### src/rtl/karabas_opl3_pkg.sv
// Shared constants and types for the Karabas OPL3 sound card core.
package karabas_opl3_pkg;

  localparam logic [9:0]  PORT_BASE_OPL  = 10'h388;
  localparam logic [9:0]  PORT_BASE_ALT  = 10'h220;
  localparam int unsigned SAMPLE_W       = 16;
  localparam int unsigned SLOTS_PER_HALF = 32;

  typedef logic [SAMPLE_W-1:0] sample_t;

  typedef enum logic {
    FmtLsbJust = 1'b0,
    FmtI2s     = 1'b1
  } dac_fmt_e;

  // Field order matches the cfg bus, enable at bit 0.
  typedef struct packed {
    logic mute;
    logic swap;
    logic fmt;
    logic base_sel;
    logic enable;
  } cfg_t;

  function automatic logic [7:0] port_prefix(input logic base_sel);
    return base_sel ? PORT_BASE_ALT[9:2] : PORT_BASE_OPL[9:2];
  endfunction

endpackage

### src/rtl/karabas_opl3_if.sv
// Z80 I/O bus as seen by the OPL3 card: address/strobes in, chip select and decode status out.
interface karabas_opl3_if;
  logic [9:0] a;
  logic       n_iorq;
  logic       n_m1;
  logic       n_iorqge;
  logic       n_ym_cs;
  logic [1:0] ym_a;

  modport master (output a, n_iorq, n_m1, input n_iorqge, n_ym_cs, ym_a);
  modport slave  (input a, n_iorq, n_m1, output n_iorqge, n_ym_cs, ym_a);
endinterface

### src/rtl/i2s_serializer.sv
// DAC serializer: bit clock / word clock generation and per-frame sample output in I2S or
// LSB-justified format.
module i2s_serializer
  import karabas_opl3_pkg::*;
(
  input  logic    clk28,
  input  logic    rst,
  input  logic    i_fmt,
  input  logic    i_swap,
  input  logic    i_mute,
  input  sample_t i_hold_l,
  input  sample_t i_hold_r,
  output logic    o_bck,
  output logic    o_lrck,
  output logic    o_dat
);

  logic [2:0] r_pre;
  logic [5:0] r_bit;
  sample_t    r_out_l;
  sample_t    r_out_r;
  logic       r_dat;

  logic [5:0] w_bit_nxt;
  logic [4:0] w_slot;
  logic [3:0] w_idx;
  sample_t    w_word;
  logic       w_dat_nxt;

  assign w_bit_nxt = r_bit + 6'd1;

  // Data for the slot that starts at the coming bck falling edge.
  always_comb begin
    w_slot    = w_bit_nxt[4:0];
    w_word    = w_bit_nxt[5] ? r_out_r : r_out_l;
    w_idx     = 4'd0;
    w_dat_nxt = 1'b0;
    if (dac_fmt_e'(i_fmt) == FmtI2s) begin
      if (w_slot >= 5'd1 && w_slot <= 5'd16) begin
        w_idx     = 4'(5'd16 - w_slot);
        w_dat_nxt = w_word[w_idx];
      end
    end else if (w_slot >= 5'd16) begin
      w_idx     = 4'(5'(SLOTS_PER_HALF - 1) - w_slot);
      w_dat_nxt = w_word[w_idx];
    end
  end

  always_ff @(posedge clk28) begin
    if (rst) begin
      r_pre   <= 3'd0;
      r_bit   <= 6'd0;
      r_out_l <= '0;
      r_out_r <= '0;
      r_dat   <= 1'b0;
    end else begin
      r_pre <= r_pre + 3'd1;
      if (r_pre == 3'd7) begin
        r_bit <= w_bit_nxt;
        r_dat <= w_dat_nxt;
        if (r_bit == 6'd63) begin
          r_out_l <= i_mute ? '0 : (i_swap ? i_hold_r : i_hold_l);
          r_out_r <= i_mute ? '0 : (i_swap ? i_hold_l : i_hold_r);
        end
      end
    end
  end

  assign o_bck  = r_pre[2];
  assign o_lrck = r_bit[5];
  assign o_dat  = r_dat;

endmodule

### src/rtl/karabas_opl3_core.sv
// YMF262 glue for the Karabas card: Z80 port decode, clock divider, serial sample capture,
// DAC re-serialization and activity LED.
module karabas_opl3_core
  import karabas_opl3_pkg::*;
#(
  parameter int unsigned LED_HOLD_BITS = 22
) (
  input  logic                 clk28,
  input  logic                 rst,
  input  logic [4:0]           cfg,
  karabas_opl3_if.slave        bus,
  output logic                 clk14,
  input  logic [1:0]           ym_smp,
  input  logic                 ym_data,
  input  logic                 ym_dclk,
  output logic                 dac_bck,
  output logic                 dac_lrck,
  output logic                 dac_dat,
  output logic                 dac_std,
  output logic                 led
);

  cfg_t w_cfg;
  logic w_hit;
  logic w_sel;

  assign w_cfg        = cfg_t'(cfg);
  assign w_hit        = w_cfg.enable & (bus.a[9:2] == port_prefix(w_cfg.base_sel));
  assign w_sel        = w_hit & ~bus.n_iorq & bus.n_m1;
  assign bus.n_ym_cs  = ~w_sel;
  assign bus.n_iorqge = ~w_hit;
  assign bus.ym_a     = bus.a[1:0];
  assign dac_std      = w_cfg.fmt;

  // Sync bit map: [0] dclk, [1] data, [2] smp left, [3] smp right.
  logic [3:0] r_sync1;
  logic [3:0] r_sync2;
  logic [3:0] r_prev;
  logic       r_clk14;
  sample_t    r_shift;
  sample_t    r_hold_l;
  sample_t    r_hold_r;
  logic       r_led;
  logic [LED_HOLD_BITS-1:0] r_led_cnt;

  logic       w_dclk_rise;
  logic [1:0] w_smp_fall;
  sample_t    w_hold_l_d;
  sample_t    w_hold_r_d;

  assign w_dclk_rise = r_sync2[0] & ~r_prev[0];
  assign w_smp_fall  = r_prev[3:2] & ~r_sync2[3:2];
  assign w_hold_l_d  = w_smp_fall[0] ? r_shift : r_hold_l;
  assign w_hold_r_d  = w_smp_fall[1] ? r_shift : r_hold_r;

  always_ff @(posedge clk28) begin
    if (rst) begin
      r_sync1   <= '0;
      r_sync2   <= '0;
      r_prev    <= '0;
      r_clk14   <= 1'b0;
      r_shift   <= '0;
      r_hold_l  <= '0;
      r_hold_r  <= '0;
      r_led     <= 1'b0;
      r_led_cnt <= '0;
    end else begin
      r_sync1  <= {ym_smp, ym_data, ym_dclk};
      r_sync2  <= r_sync1;
      r_prev   <= r_sync2;
      r_clk14  <= ~r_clk14;
      r_hold_l <= w_hold_l_d;
      r_hold_r <= w_hold_r_d;
      if (w_dclk_rise) begin
        r_shift <= {r_shift[SAMPLE_W-2:0], r_sync2[1]};
      end
      // Each access reloads the full hold time; LED drops one cycle after the count empties.
      if (w_sel) begin
        r_led     <= 1'b1;
        r_led_cnt <= '1;
      end else if (r_led_cnt != '0) begin
        r_led_cnt <= r_led_cnt - LED_HOLD_BITS'(1);
      end else begin
        r_led <= 1'b0;
      end
    end
  end

  assign clk14 = r_clk14;
  assign led   = r_led;

  i2s_serializer u_ser (
    .clk28    (clk28),
    .rst      (rst),
    .i_fmt    (w_cfg.fmt),
    .i_swap   (w_cfg.swap),
    .i_mute   (w_cfg.mute),
    .i_hold_l (w_hold_l_d),
    .i_hold_r (w_hold_r_d),
    .o_bck    (dac_bck),
    .o_lrck   (dac_lrck),
    .o_dat    (dac_dat)
  );

endmodule

### src/flat_wrapper.sv
// flat-port wrapper written by rule: the top's interface ports become plain ports
module karabas_opl3_core_flat import karabas_opl3_pkg::*;
#(
  parameter int unsigned LED_HOLD_BITS = 22
)
  (clk28, rst, cfg, clk14, ym_smp, ym_data, ym_dclk, dac_bck, dac_lrck, dac_dat, dac_std, led, bus_a, bus_n_iorq, bus_n_m1, bus_n_iorqge, bus_n_ym_cs, bus_ym_a);
  karabas_opl3_if bus_i ();
  input  logic clk28;
  input  logic rst;
  input  logic [4:0] cfg;
  output logic clk14;
  input  logic [1:0] ym_smp;
  input  logic ym_data;
  input  logic ym_dclk;
  output logic dac_bck;
  output logic dac_lrck;
  output logic dac_dat;
  output logic dac_std;
  output logic led;
  input wire logic [$bits(bus_i.a)-1:0] bus_a;
  input wire logic [$bits(bus_i.n_iorq)-1:0] bus_n_iorq;
  input wire logic [$bits(bus_i.n_m1)-1:0] bus_n_m1;
  output wire logic [$bits(bus_i.n_iorqge)-1:0] bus_n_iorqge;
  output wire logic [$bits(bus_i.n_ym_cs)-1:0] bus_n_ym_cs;
  output wire logic [$bits(bus_i.ym_a)-1:0] bus_ym_a;
  assign bus_i.a = bus_a;
  assign bus_i.n_iorq = bus_n_iorq;
  assign bus_i.n_m1 = bus_n_m1;
  assign bus_n_iorqge = bus_i.n_iorqge;
  assign bus_n_ym_cs = bus_i.n_ym_cs;
  assign bus_ym_a = bus_i.ym_a;
  karabas_opl3_core #(.LED_HOLD_BITS(LED_HOLD_BITS)) u_core (.clk28(clk28), .rst(rst), .cfg(cfg), .bus(bus_i), .clk14(clk14), .ym_smp(ym_smp), .ym_data(ym_data), .ym_dclk(ym_dclk), .dac_bck(dac_bck), .dac_lrck(dac_lrck), .dac_dat(dac_dat), .dac_std(dac_std), .led(led));
endmodule
### config.mk
export PLATFORM = sky130hd
export DESIGN_NAME = karabas_opl3_core_flat
export DESIGN_NICKNAME = d
export VERILOG_FILES = /design/src/rtl/karabas_opl3_pkg.sv /design/src/rtl/karabas_opl3_if.sv /design/src/rtl/i2s_serializer.sv /design/src/rtl/karabas_opl3_core.sv /design/src/flat_wrapper.sv
export SDC_FILE = /design/constraint.sdc
export NUM_CORES = 1
export LEC_CHECK = 0
export ABC_CLOCK_PERIOD_IN_PS = 5100
export BUFFER_PORTS_ARGS = -buffer_cell sky130_fd_sc_hd__buf_2
export CAP_MARGIN = 10
export CORE_ASPECT_RATIO = 0.8
export CORE_MARGIN = 8
export CORE_UTILIZATION = 31
export CTS_BUF_LIST = sky130_fd_sc_hd__clkbuf_8
export DETAILED_ROUTE_END_ITERATION = 6
export MAX_ROUTING_LAYER = met4
export PLACE_DENSITY_LB_ADDON = 0.12
export SLEW_MARGIN = 15
export SYNTH_ARGS = -nofsm -noshare
export SYNTH_HDL_FRONTEND = slang
export SYNTH_SLANG_ARGS = --single-unit
### constraint.sdc
create_clock -name clk28 -period 5.1 [get_ports clk28]
set_input_delay 1.02 -clock clk28 [delete_from_list [all_inputs] [get_ports clk28]]
set_output_delay 1.02 -clock clk28 [all_outputs]
set_load 0.05 [all_outputs]
* Word-level counts from Yosys, hierarchy flattened
Cells that the tools add are included.
** Storage, ports and cells
- Register bits :: 126
- Logic and storage cells :: 62
- Output and inout bits :: 10
- Bits of input ports :: 23
** Cells by class
- Equal/unequal tests :: 4
- Order comparisons :: 5
- Muxes and demuxes :: 19
- Reduce and logical (&&, ||, !) cells :: 4
- Bitwise logic cells :: 11
- $add $sub $neg :: 5
** Operator list (number)
- $mux W16 :: 7
- $mux W22 :: 2
- $reduce_bool A22 Y1 :: 1
- $sub A22 B1 Y22 const B :: 1
- $lt A4 B5 Y1 const B :: 2
- $bmux W1 S4 :: 2
- $eq A8 B8 Y1 :: 1
- $mux W1 :: 7
- $mux W7 :: 1
- $add A6 B1 Y6 const B :: 1
- $eq A6 B6 Y1 const B :: 1
- $ge A5 B1 Y1 const B :: 1
- $ge A5 B5 Y1 const B :: 1
- $le A5 B5 Y1 const B :: 1
- $not A1 Y1 :: 5
- $and A1 B1 Y1 :: 4
- $sub A1 B4 Y4 const A :: 1
- $sub A4 B4 Y4 const A :: 1
- $add A3 B1 Y3 const B :: 1
- $eq A3 B3 Y1 const B :: 1
- $and A2 B2 Y2 :: 1
- $ne A2 B1 Y1 const B :: 1
- $not A2 Y2 :: 1
- $reduce_and A2 Y1 :: 1
- other kinds (2) :: 2

* Longest topological paths before layout
Gate-level depths: netlist of run 1.
- Word-level depth :: 6
- Gate-level depth with buffers :: 11
- Mapped depth without buffers :: 9

* Cells and area by module
From an unflattened synthesis of run 1, not the netlist that was laid out.
** Second synthesis, totals
- Cell total of the unflattened synthesis :: 651
- Area, all modules :: 5934.4 sq um
** Modules (own cells, without submodules)
- karabas_opl3_core :: instances 1, sequential area each 1661.6 sq um, area each 3352.0 sq um, cells an instance 343
- i2s_serializer :: instances 1, sequential area each 840.8 sq um, area each 2582.5 sq um, cells an instance 308

* Worst setup path before layout of run 1
OpenSTA, ideal clock, no wires.
- Path type :: input to output
- Start point :: input port bus_a[5]
- End point :: output port bus_n_ym_cs
- Required time :: 4.080 ns
- Setup slack :: 1.958 ns
- Cell stages on the path :: 5
- Data arrival time :: 2.122 ns
- Path buffers :: 1
- Cell sequence :: nand2_1 > nor4_1 > a41o_1 > nand4b_1 > clkbuf_1
** On the way
- Longest elaborated chain between the ends :: 5
** RTL lines
- start, declared :: RTL line flat_wrapper.sv:20 : input wire logic [$bits(bus_i.a)-1:0] bus_a;
- $eq A8 B8 Y1 :: RTL line karabas_opl3_core.sv:28 : assign w_hit = w_cfg.enable & (bus.a[9:2] == port_prefix(w_cfg.base_sel));
- $and A1 B1 Y1 :: RTL line karabas_opl3_core.sv:28
- $and A1 B1 Y1 (2 in a row) :: RTL line karabas_opl3_core.sv:29 : assign w_sel = w_hit & ~bus.n_iorq & bus.n_m1;
- $not A1 Y1 :: RTL line karabas_opl3_core.sv:30 : assign bus.n_ym_cs = ~w_sel;
- end, declared :: RTL line flat_wrapper.sv:24 : output wire logic [$bits(bus_i.n_ym_cs)-1:0] bus_n_ym_cs;
No other way between the ends.

* Final worst setup path of run 1
- Start point :: register u_core.u_ser.r_bit[0]
- End point :: register u_core.u_ser.r_dat (netlist: u_core.u_ser.o_dat)
** On the way
- Longest elaborated chain between the ends :: 6
- Elaborated cells between the ends (all ways) :: 15
- Those cells by class :: add/sub: 3; order compare: 3; mux: 8; reduce/logical: 1
** RTL lines
- start, declared :: RTL line i2s_serializer.sv:19 : logic [5:0] r_bit;
- start signal, assigned :: RTL line i2s_serializer.sv:59 : r_bit <= w_bit_nxt;
- $add A6 B1 Y6 * :: RTL line i2s_serializer.sv:30 : assign w_bit_nxt = r_bit + 6'd1;
- named net u_core.u_ser.w_bit_nxt[0] :: RTL line i2s_serializer.sv:24 : logic [5:0] w_bit_nxt;
- $sub A4 B4 Y4 or $sub A1 B4 Y4 (tied branches) :: RTL line i2s_serializer.sv:44, i2s_serializer.sv:40
- $bmux W1 S4, on equally long branches :: RTL line i2s_serializer.sv:45, i2s_serializer.sv:41
- $mux W1, on equally long branches :: RTL line i2s_serializer.sv:45, i2s_serializer.sv:41
- $mux W1, on equally long branches :: RTL line i2s_serializer.sv:43, i2s_serializer.sv:39
- $mux W1 * :: RTL line i2s_serializer.sv:38 : if (dac_fmt_e'(i_fmt) == FmtI2s) begin
- end signal, assigned :: RTL line i2s_serializer.sv:60 : r_dat <= w_dat_nxt;
- end, declared :: RTL line i2s_serializer.sv:22 : logic r_dat;
Mark *: on every way through the listed nets, which the timed path passes. The rest lies on a longest branch. The select of a mux whose other input is x is not followed.
A chain may end at the register's enable or synchronous reset.

==> impl_metrics.tcl, run 1 <==
set metrics [dict create \
    synthArstFlopShare_pct 0 \
    worstSetupPathType "flop to flop" \
    port_buffers 28 \
    wl_met2_mm 7.03 \
    synth_warnings 0 \
    final.period_utilization_pct 68.2 \
    vias 5347 \
    finalCriticalPeriod_ps 3480 \
    cp-end-kind "flop" \
    synth_area_um2 5980 \
    startpoint_type "flop" \
    rows 45 \
    timing.fmax_ghz 0.287 \
    slew_headroom_pct 32.1 \
    dpl.hpwl_mm 10.6 \
    dpl-instance-area_um2 6230 \
    ys_seq_elements 125 \
    initial_core_util_pct 31.6 \
    post_cts_buffers 0 \
    die_y_um 140 \
    path_max_fanout 30 \
    critPathRequiredTime_ps 5450 \
    clk_pin_slew_ps 70 \
    rsz0062_at_grt "false" \
    yosysTopAreaCell "dfxtp_1" \
    met1Wirelength_mm 8.01 \
    fp.dieArea_um2 24000 \
    drt-initial-drc-count 458 \
    cts_hold_buf 0 \
    fin_skew_ps 8.67 \
    grt_pass1_wl_mm 26.2 \
    dp_cells 990 \
    setup_ws_ps 1620 \
    slew_violations 0 \
    synth_edf_count 0 \
    wl_per_cell_um 15.7 \
    hp-class "flop to flop" \
    hold_ws_ps 411 \
    path_cells "clkinv_1 > ha_1 > nand2b_1 > o22ai_1 > mux2_2 > a221o_1 > a31o_2 > o32ai_1" \
    wl_met3_um 737 \
    ctsResizeCount 0 \
    ant_nets 0 \
    clock_latency_ps 440 \
    synth.yosys.seq_area_share_pct 41.9 \
    status "finished, final reports clean" \
    postSynthCellCount 762 \
    routed_wl_mm 16.0 \
    ys_types 51 \
    hold_viol 0 \
    cts_tree "yes" \
    path_buf_inv 1 \
    p_leak_nw 2.26 \
    final_cells 1022 \
    cts_max_level 4 \
    via_per_inst 5.23 \
    grt_max_degree 90 \
    post-place-ws_ps 1700 \
    antenna_found_initial 0 \
    diodes 0 \
    tns_ps 0 \
    track_usage_pct 14.0 \
    yosysTopAreaCellShare_pct 41.9 \
    drc_errors 0 \
    synth_fp_nets 790 \
    grt_pass1_vias 5134 \
    max-vdd-ir-drop_uv 128 \
    area_growth_pct 10.6 \
    dieWidth_um 171 \
    cts_root_buf "clkbuf_8" \
    drtPass1Iterations 5 \
    core_region_area_um2 18900 \
    setup_viol 0 \
    postLayoutCellArea_um2 6610 \
    cpPeakStageDelay_ps 1060 \
    place.gp.congestion 0.867 \
    cap_violations 0 \
    ys.flop_type "dfxtp_1" \
    fillers 2014 \
    crit_family "adder cells" \
    synthTopCellsByArea "dfxtp_1 42%, a21oi_1 9.0%, nand2_1 7.4%" \
    critPathSlowestCell "ha_1" \
    avgSynthCellArea_um2 7.84 \
    cts_buffer_depth 2 \
    cts_inserted_buffers 17 \
    drive_gt1_share_pct 11.0 \
    arrival_ps 3830 \
    nNetsFinal 779 \
    worst_pin_slew_ps 1020 \
    top_layer_used "met4" \
    cts_sinks 125 \
    grt_overflow 0 \
    num_io_pins 33 \
    cellPowerDensity_nw_per_um2 377 \
]
[power breakdown]
part	leakage, nW	switching [mW]	internal [mW]
Sequential	1.01	0.0648	1.05
Combinational	1.06	0.304	0.233
Clock	0.194	0.401	0.438
Total	2.26	0.770	1.72
[metal layers]
layer / up-vias / GRT usage [%]
li1: 2653 / -
met1: 2556 / 18.3
met2: 122 / 20.7
met3: 16 / 3.17
met4: 0 / 5.30
met5: - / -
[flip-flops by register name (all words and copies together), names as in the netlist]
name,flops
u_core.u_ser.o_dat,1
u_core.r_sync2,4
u_core.u_ser.r_pre,3
u_core.u_ser.r_out_r,16
u_core.r_hold_r,16
u_core.r_prev,3
u_core.clk14,1
u_core.u_ser.r_bit,6
u_core.r_shift,16
u_core.r_sync1,4
u_core.led,1
u_core.u_ser.r_out_l,16
u_core.r_hold_l,16
u_core.r_led_cnt,22
[kinds of logic after synthesis]
family,synth area share (%)
AOI/OAI and AO/OA,17.1
muxes,4.38
adders and majority gates,1.05
and+or+nand+nor,26.0
xor gates and xnor gates,4.69
DFF,41.9
buffers and inverters,4.96
[synthesized netlist by cell type, types with 7 or more instances]
| cell type | n |
|---|---|
| a21oi_1 | 107 |
| a31oi_1 | 8 |
| clkbuf_1 | 51 |
| dfxtp_1 | 125 |
| mux2i_1 | 7 |
| mux4_2 | 7 |
| nand2_1 | 118 |
| nand2b_1 | 9 |
| nand3_1 | 13 |
| nor2_1 | 92 |
| nor2b_1 | 18 |
| nor3_1 | 21 |
| nor3b_1 | 8 |
| nor4_1 | 37 |
| o21ai_0 | 12 |
| o22ai_1 | 34 |
| xnor2_1 | 22 |
| xor2_1 | 10 |
[worst paths after layout]
check | startpoint | endpoint | slack (ps) | cells past startpoint
setup / recovery | u_core.u_ser.r_bit[0] | u_core.u_ser.o_dat | 1620 | 8
hold / removal | u_core.clk14 | u_core.clk14 | 410 | 1
setup reg to reg | u_core.u_ser.r_bit[0] | u_core.u_ser.o_dat | 1620 | 8
hold reg to reg | u_core.clk14 | u_core.clk14 | 410 | 1
[per-stage QoR]
step / utilization (%) / power, mW
finish: 34.9 / 2.49
global placement: 32.9 / 1.64
floorplan: - / 1.59
global route: 34.9 / 2.64
detailed placement: 32.9 / 1.67
CTS: 34.9 / 2.52
[layout make-up]
cell class	count	area [µm²]	area share, %
clock buffer	18	248	3.75
timing repair buffer	35	195	2.95
tap	258	323	4.88
inverter	6	22.5	0.341
multi-input combinational	566	3190	48.2
sequential	125	2500	37.9
clock inverter	14	130	1.97
[cell usage in the layout, fill, tap and decap left out, drive strengths merged, types with 14 or more instances in the layout]
master,instances
o22ai,34
a21oi,107
xnor2,22
nor3,21
nor4,37
nand3,14
nor2,92
buf,35
nand2,118
clkbuf,18
nor2b,18
dfxtp,125
No activity file was read; power rests on OpenSTA's default activity.
==> run 2: changes to the inputs <==
Settings changed: ABC_AREA from default to 1, ABC_CLOCK_PERIOD_IN_PS 5100 to 3400.
Clock period 5.1 ns to 3.4 ns, I/O delays scaled along.
==> impl_metrics.tcl, run 2 <==
set metrics [dict create \
    status "finished, final reports clean" \
    slew_headroom_pct 27.6 \
    yosys.area_share.simple_pct 29.4 \
    busiest_layer "met1" \
    path_cells "buf_2 > o41ai_1 > nand3_1 > nor3_2 > inv_1 > buf_2" \
    yosysTopAreaCellShare_pct 42.0 \
    met3_usage_pct 3.34 \
    drive_gt1_share_pct 10.8 \
    path_max_fanout 6 \
    grt_pass1_wl_mm 24.9 \
    worstSetupPathType "primary input to output pin" \
    crit_top_cell "buf_2" \
    ctsResizeCount 0 \
    track_usage_pct 13.3 \
    diodes 0 \
    final.period_utilization_pct 79.1 \
    cts_buffer_depth 2 \
    rows 45 \
    cts_sinks 125 \
    synth.yosys.seq_area_share_pct 42.0 \
    num_io_pins 33 \
    cts_root_buf "clkbuf_8" \
    cts_inserted_buffers 17 \
    drc_errors 0 \
    ff2ff_setup_slack_ps 1160 \
    fillers 2115 \
    via_per_inst 4.56 \
    drtPass1Iterations 6 \
    finalCriticalPeriod_ps 2690 \
    use_met1_pct 20.1 \
    yosysTopAreaCell "dfxtp_1" \
    grt_max_degree 86 \
    max-vdd-ir-drop_uv 238 \
    synth.mux.area_fraction_pct 2.35 \
    final_common_cell "nand2_1" \
    cts_hold_buf 0 \
    ys_types 36 \
    use_met2_pct 16.8 \
    final_cells 1151 \
    cellPowerDensity_nw_per_um2 680 \
    cpPeakStageDelay_ps 380 \
    dp_cells 1119 \
    cap_violations 0 \
    avgSynthCellArea_um2 6.89 \
    clk_pin_slew_ps 80 \
    dpl.hpwl_mm 10.5 \
    synth_xor_xnor_area_share_pct 0 \
    ant_nets 0 \
    vias 5249 \
    post-place-ws_ps 717 \
    nNetsFinal 908 \
    drt-initial-drc-count 377 \
    cp-end-kind "output pin" \
    yosys-top-cells-count "178 x nand2_1, 129 x nor2_1, 125 x dfxtp_1" \
    setup_ws_ps 710 \
    wl_per_cell_um 13.1 \
    most-common-layout-cells "178 x nand2_1, 128 x nor2_1, 125 x dfxtp_1" \
    synth_fa_ha_area_share_pct 1.05 \
    tns_ps 0 \
    antenna_found_initial 0 \
    ys.flop_type "dfxtp_1" \
    synth_edf_count 0 \
    synth_warnings 0 \
    synth_top_family_by_area "simple AND/OR/NAND/NOR gates" \
    area_growth_pct 13.2 \
    ys_seq_elements 125 \
    timing.fmax_ghz 0.372 \
    post_cts_buffers 0 \
    die_y_um 140 \
    power_mw 4.59 \
    cts_tree "yes" \
    place.gp.congestion 0.832 \
    setup_viol 0 \
    critPathSlowestCell "nor3_2" \
    p_leak_nw 3.31 \
    core_region_area_um2 18900 \
    grt_overflow 0 \
    yosysMostFrequentCell "nand2_1" \
    fp.dieArea_um2 24000 \
    arrival_ps 2010 \
    synthArstFlopShare_pct 0 \
    worst_pin_slew_ps 1080 \
    hp-class "flop to flop" \
    dieWidth_um 171 \
    postSynthCellCount 865 \
    port_buffers 28 \
    synth_compound_gate_area_share_pct 14.2 \
    slew_violations 0 \
    critPathRequiredTime_ps 2720 \
    fin_skew_ps 7.89 \
    synthTopCellsByArea "dfxtp_1 42%, nand2_1 11%, nor2_1 8.1%" \
    routed_wl_mm 15.0 \
    hold_viol 0 \
    synth_fp_nets 893 \
    initial_core_util_pct 31.5 \
    clock_latency_ps 440 \
    cts_max_level 4 \
    top_register "u_core.r_led_cnt" \
    grt_pass1_vias 4747 \
    largest_reg_flops 22 \
    rsz0062_at_grt "false" \
    synth_area_um2 5960 \
    startpoint_type "primary input" \
]
==> run 2: cell families after synthesis <==
kind of cell,count (synthesis)
adder cells (fa/ha/maj),5
flip-flops,125
buffers and inverters,162
AO/OA/AOI/OAI,148
AND/OR/NAND/NOR,411
multiplexers,14
==> run 2: final timing paths <==
| path | from | cells past startpoint | end |
|---|---|---|---|
| worst max-delay path | bus_a[3] | 6 | bus_n_ym_cs |
| worst min register to register | u_core.r_sync1[3] | 2 | u_core.r_sync2[3] |
| worst min-delay path | u_core.r_sync1[3] | 2 | u_core.r_sync2[3] |
| worst max register to register | u_core.u_ser.r_bit[0] | 11 | u_core.u_ser.o_dat |
==> run 2: layout make-up <==
cell class | count | area [µm²] | area share (%)
multi-input cells | 578 | 2810 | 41.6
flip-flops and latches | 125 | 2500 | 37.1
inverters | 124 | 465 | 6.90
well taps | 258 | 323 | 4.78
clock buffers | 19 | 262 | 3.88
clock inverters | 13 | 201 | 2.99
repair buffers | 34 | 188 | 2.78
==> run 2: report_power, final <==
part	total [mW]	internal, mW	switching, mW
Combinational	1.32	0.428	0.893
Clock	1.52	0.858	0.664
Sequential	1.75	1.62	0.131
==> run 2: through the flow <==
step,instance area (µm²),utilization (%),hold WS [ps]
after floorplan,5960,-,388
after global placement,6280,33.2,390
after detailed placement,6280,33.2,394
after CTS,6750,35.7,399
after global routing,6750,35.7,401
final,6750,35.7,403
==> run 2: worst max-delay path: cells and delay by family <==
kind	cells	cell delay, ps
AND/OR/NAND/NOR	2	560
buffers and inverters	3	440
AO/OA/AOI/OAI	1	340
==> run 2: layer usage <==
layer / wire length (µm) / vias to the layer above / part of all wire [%]
met5: 0 / - / 0
met1: 8690 / 2356 / 58
met3: 572 / 13 / 3.8
met4: 132 / 0 / 0.88
li1: - / 2799 / -
met2: 5630 / 81 / 37
==> run 3: changes to the inputs <==
Settings changed: ABC_AREA 1 to 0, ABC_CLOCK_PERIOD_IN_PS 3400 to 2330.
Clock period 3.4 ns to 2.33 ns, I/O delays scaled along.
==> impl_metrics.tcl, run 3 (synthesis results as in run 1) <==
set metrics [dict create \
    antenna_found_initial 0 \
    largest_reg_flops 22 \
    hold_viol 0 \
    clk_pin_slew_ps 90 \
    cts_root_buf "clkbuf_8" \
    drive_gt1_share_pct 20.3 \
    setup_viol 13 \
    cts_sinks 125 \
    num_io_pins 33 \
    area_growth_pct 21.1 \
    drc_errors 0 \
    dp_cells 1042 \
    final.period_utilization_pct 103 \
    combPwrFrac_pct 25.9 \
    port_buffers 28 \
    fin_skew_ps 11.8 \
    grt_overflow 0 \
    via_per_inst 5.14 \
    p_switching_mw 1.83 \
    worst_pin_slew_ps 657 \
    core_region_area_um2 18900 \
    fp.dieArea_um2 24000 \
    cts_tree "yes" \
    critPathRequiredTime_ps 2700 \
    setup_ws_ps -66.0 \
    cts_buffer_depth 2 \
    dieWidth_um 171 \
    cellPowerDensity_nw_per_um2 827 \
    p_leak_nw 2.60 \
    rows 45 \
    slew_headroom_pct 55.9 \
    final_cells 1080 \
    vias 5552 \
    cts_max_level 4 \
    startpoint_type "flop" \
    max-vdd-ir-drop_uv 545 \
    track_usage_pct 14.5 \
    drt-initial-drc-count 383 \
    p_seq_share_pct 40.8 \
    path_max_fanout 3 \
    ant_nets 0 \
    final_common_cell "dfxtp_1" \
    intPower_mw 4.16 \
    rsz0062_at_grt "true" \
    slew_violations 0 \
    wl_per_cell_um 15.7 \
    top_register "u_core.r_led_cnt" \
    timing.fmax_ghz 0.417 \
    clkPwrFrac_pct 33.4 \
    p_sw_share_pct 30.5 \
    cap_violations 0 \
    hp-class "primary input to flop" \
    dpl-instance-area_um2 6680 \
    arrival_ps 2760 \
    nNetsFinal 837 \
    cts_inserted_buffers 17 \
    dpl.hpwl_mm 11.3 \
    worstSetupPathType "flop to flop" \
    routed_wl_mm 17.0 \
    drtPass1Iterations 4 \
    most-common-layout-cells "122 x dfxtp_1, 118 x nand2_1, 106 x a21oi_1" \
    clock_latency_ps 440 \
    violations "negative setup slack" \
    postLayoutCellArea_um2 7240 \
    die_y_um 140 \
    initial_core_util_pct 31.6 \
    cp-end-kind "flop" \
    finalCriticalPeriod_ps 2400 \
    grt_max_degree 115 \
    place.gp.congestion 0.779 \
    diodes 0 \
    status "finished, violations left" \
    grt_pass1_wl_mm 27.4 \
    grt_pass1_vias 5396 \
]
==> run 3: cell count changes in the layout (fill, tap and decap cells not counted), moves of 17 or more <==
cell	previous run	this run
inv_1	122	5
nand2_1	178	118
a21oi_1	52	106
buf_4	7	60
nand3_1	57	11
o21ai_0	54	11
nor2_1	128	91
nor4_1	0	34
o22ai_1	0	34
o211ai_1	32	3
xnor2_1	0	22
nor2b_1	0	17
==> run 3: repair_timing <==
action	4_1_cts	5_1_grt
endpoints found under the hold margin	0	0
hold buffers	0	0
endpoints found under the setup margin	22	26
pin swaps	6	8
buffers inserted	1	3
gates resized for setup	3	21
gates cloned	1	1
==> run 3: area by class of cell <==
class,count,area [µm²]
Fill cell,1997,11700
Multi-Input combinational cell,567,3310
Inverter,6,22.5
Tap cell,258,323
Clock inverter,14,168
Clock buffer,18,248
Sequential cell,125,2510
Timing Repair Buffer,92,662
==> run 3: worst max-delay path, stage by stage, from the launching register on <==
cell	delay, ps
dfxtp_1	320
or4_4	530
or4_4	430
buf_4	160
or3_1	380
buf_4	160
nor3_1	130
nand2_1	70
a31oi_1	140
==> run 3: power by group through the flow <==
| stage | clock, mW | combinational [mW] | sequential (mW) |
|---|---|---|---|
| after CTS | 2.06 | 1.53 | 2.44 |
| after global routing | 2.16 | 1.69 | 2.46 |
| after floorplan | 0 | 1.12 | 2.48 |
| after detailed placement | 0 | 1.45 | 2.48 |
| after global placement | 0 | 1.42 | 2.48 |
| final | 2.00 | 1.55 | 2.44 |
==> run 3: routing by layer <==
metal / track usage (%) / routed length [µm]
met1: 19.3 / 8660
met2: 21.4 / 7630
met3: 3.20 / 484
met4: 5.12 / 219
met5: - / 0
==> run 3: per-stage QoR <==
step | util [%] | setup TNS [ps] | total power, mW | worst slack (ps) | hold WS (ps)
2_1_floorplan | - | -4130 | 3.60 | -268 | 399
3_3_place_gp | 35.3 | -936 | 3.90 | -89.8 | 397
3_5_place_dp | 35.3 | -1530 | 3.94 | -114 | 400
4_1_cts | 37.7 | -1460 | 6.02 | -107 | 214
5_1_grt | 38.3 | -1840 | 6.31 | -150 | 222
6_report | 38.3 | -344 | 5.98 | -66.0 | 243
==> run 3: path summary, 6_finish.rpt <==
| kind | startpoint | end | slack [ps] | cells past startpoint |
|---|---|---|---|---|
| worst max-delay path | u_core.r_led_cnt[9] | u_core.r_led_cnt[20] | -70 | 8 |
| worst min register to register | u_core.clk14 | u_core.clk14 | 410 | 1 |
| worst max register to register | u_core.r_led_cnt[9] | u_core.r_led_cnt[20] | -70 | 8 |
| worst min-delay path | ym_smp[1] | u_core.r_sync1[3] | 240 | 2 |
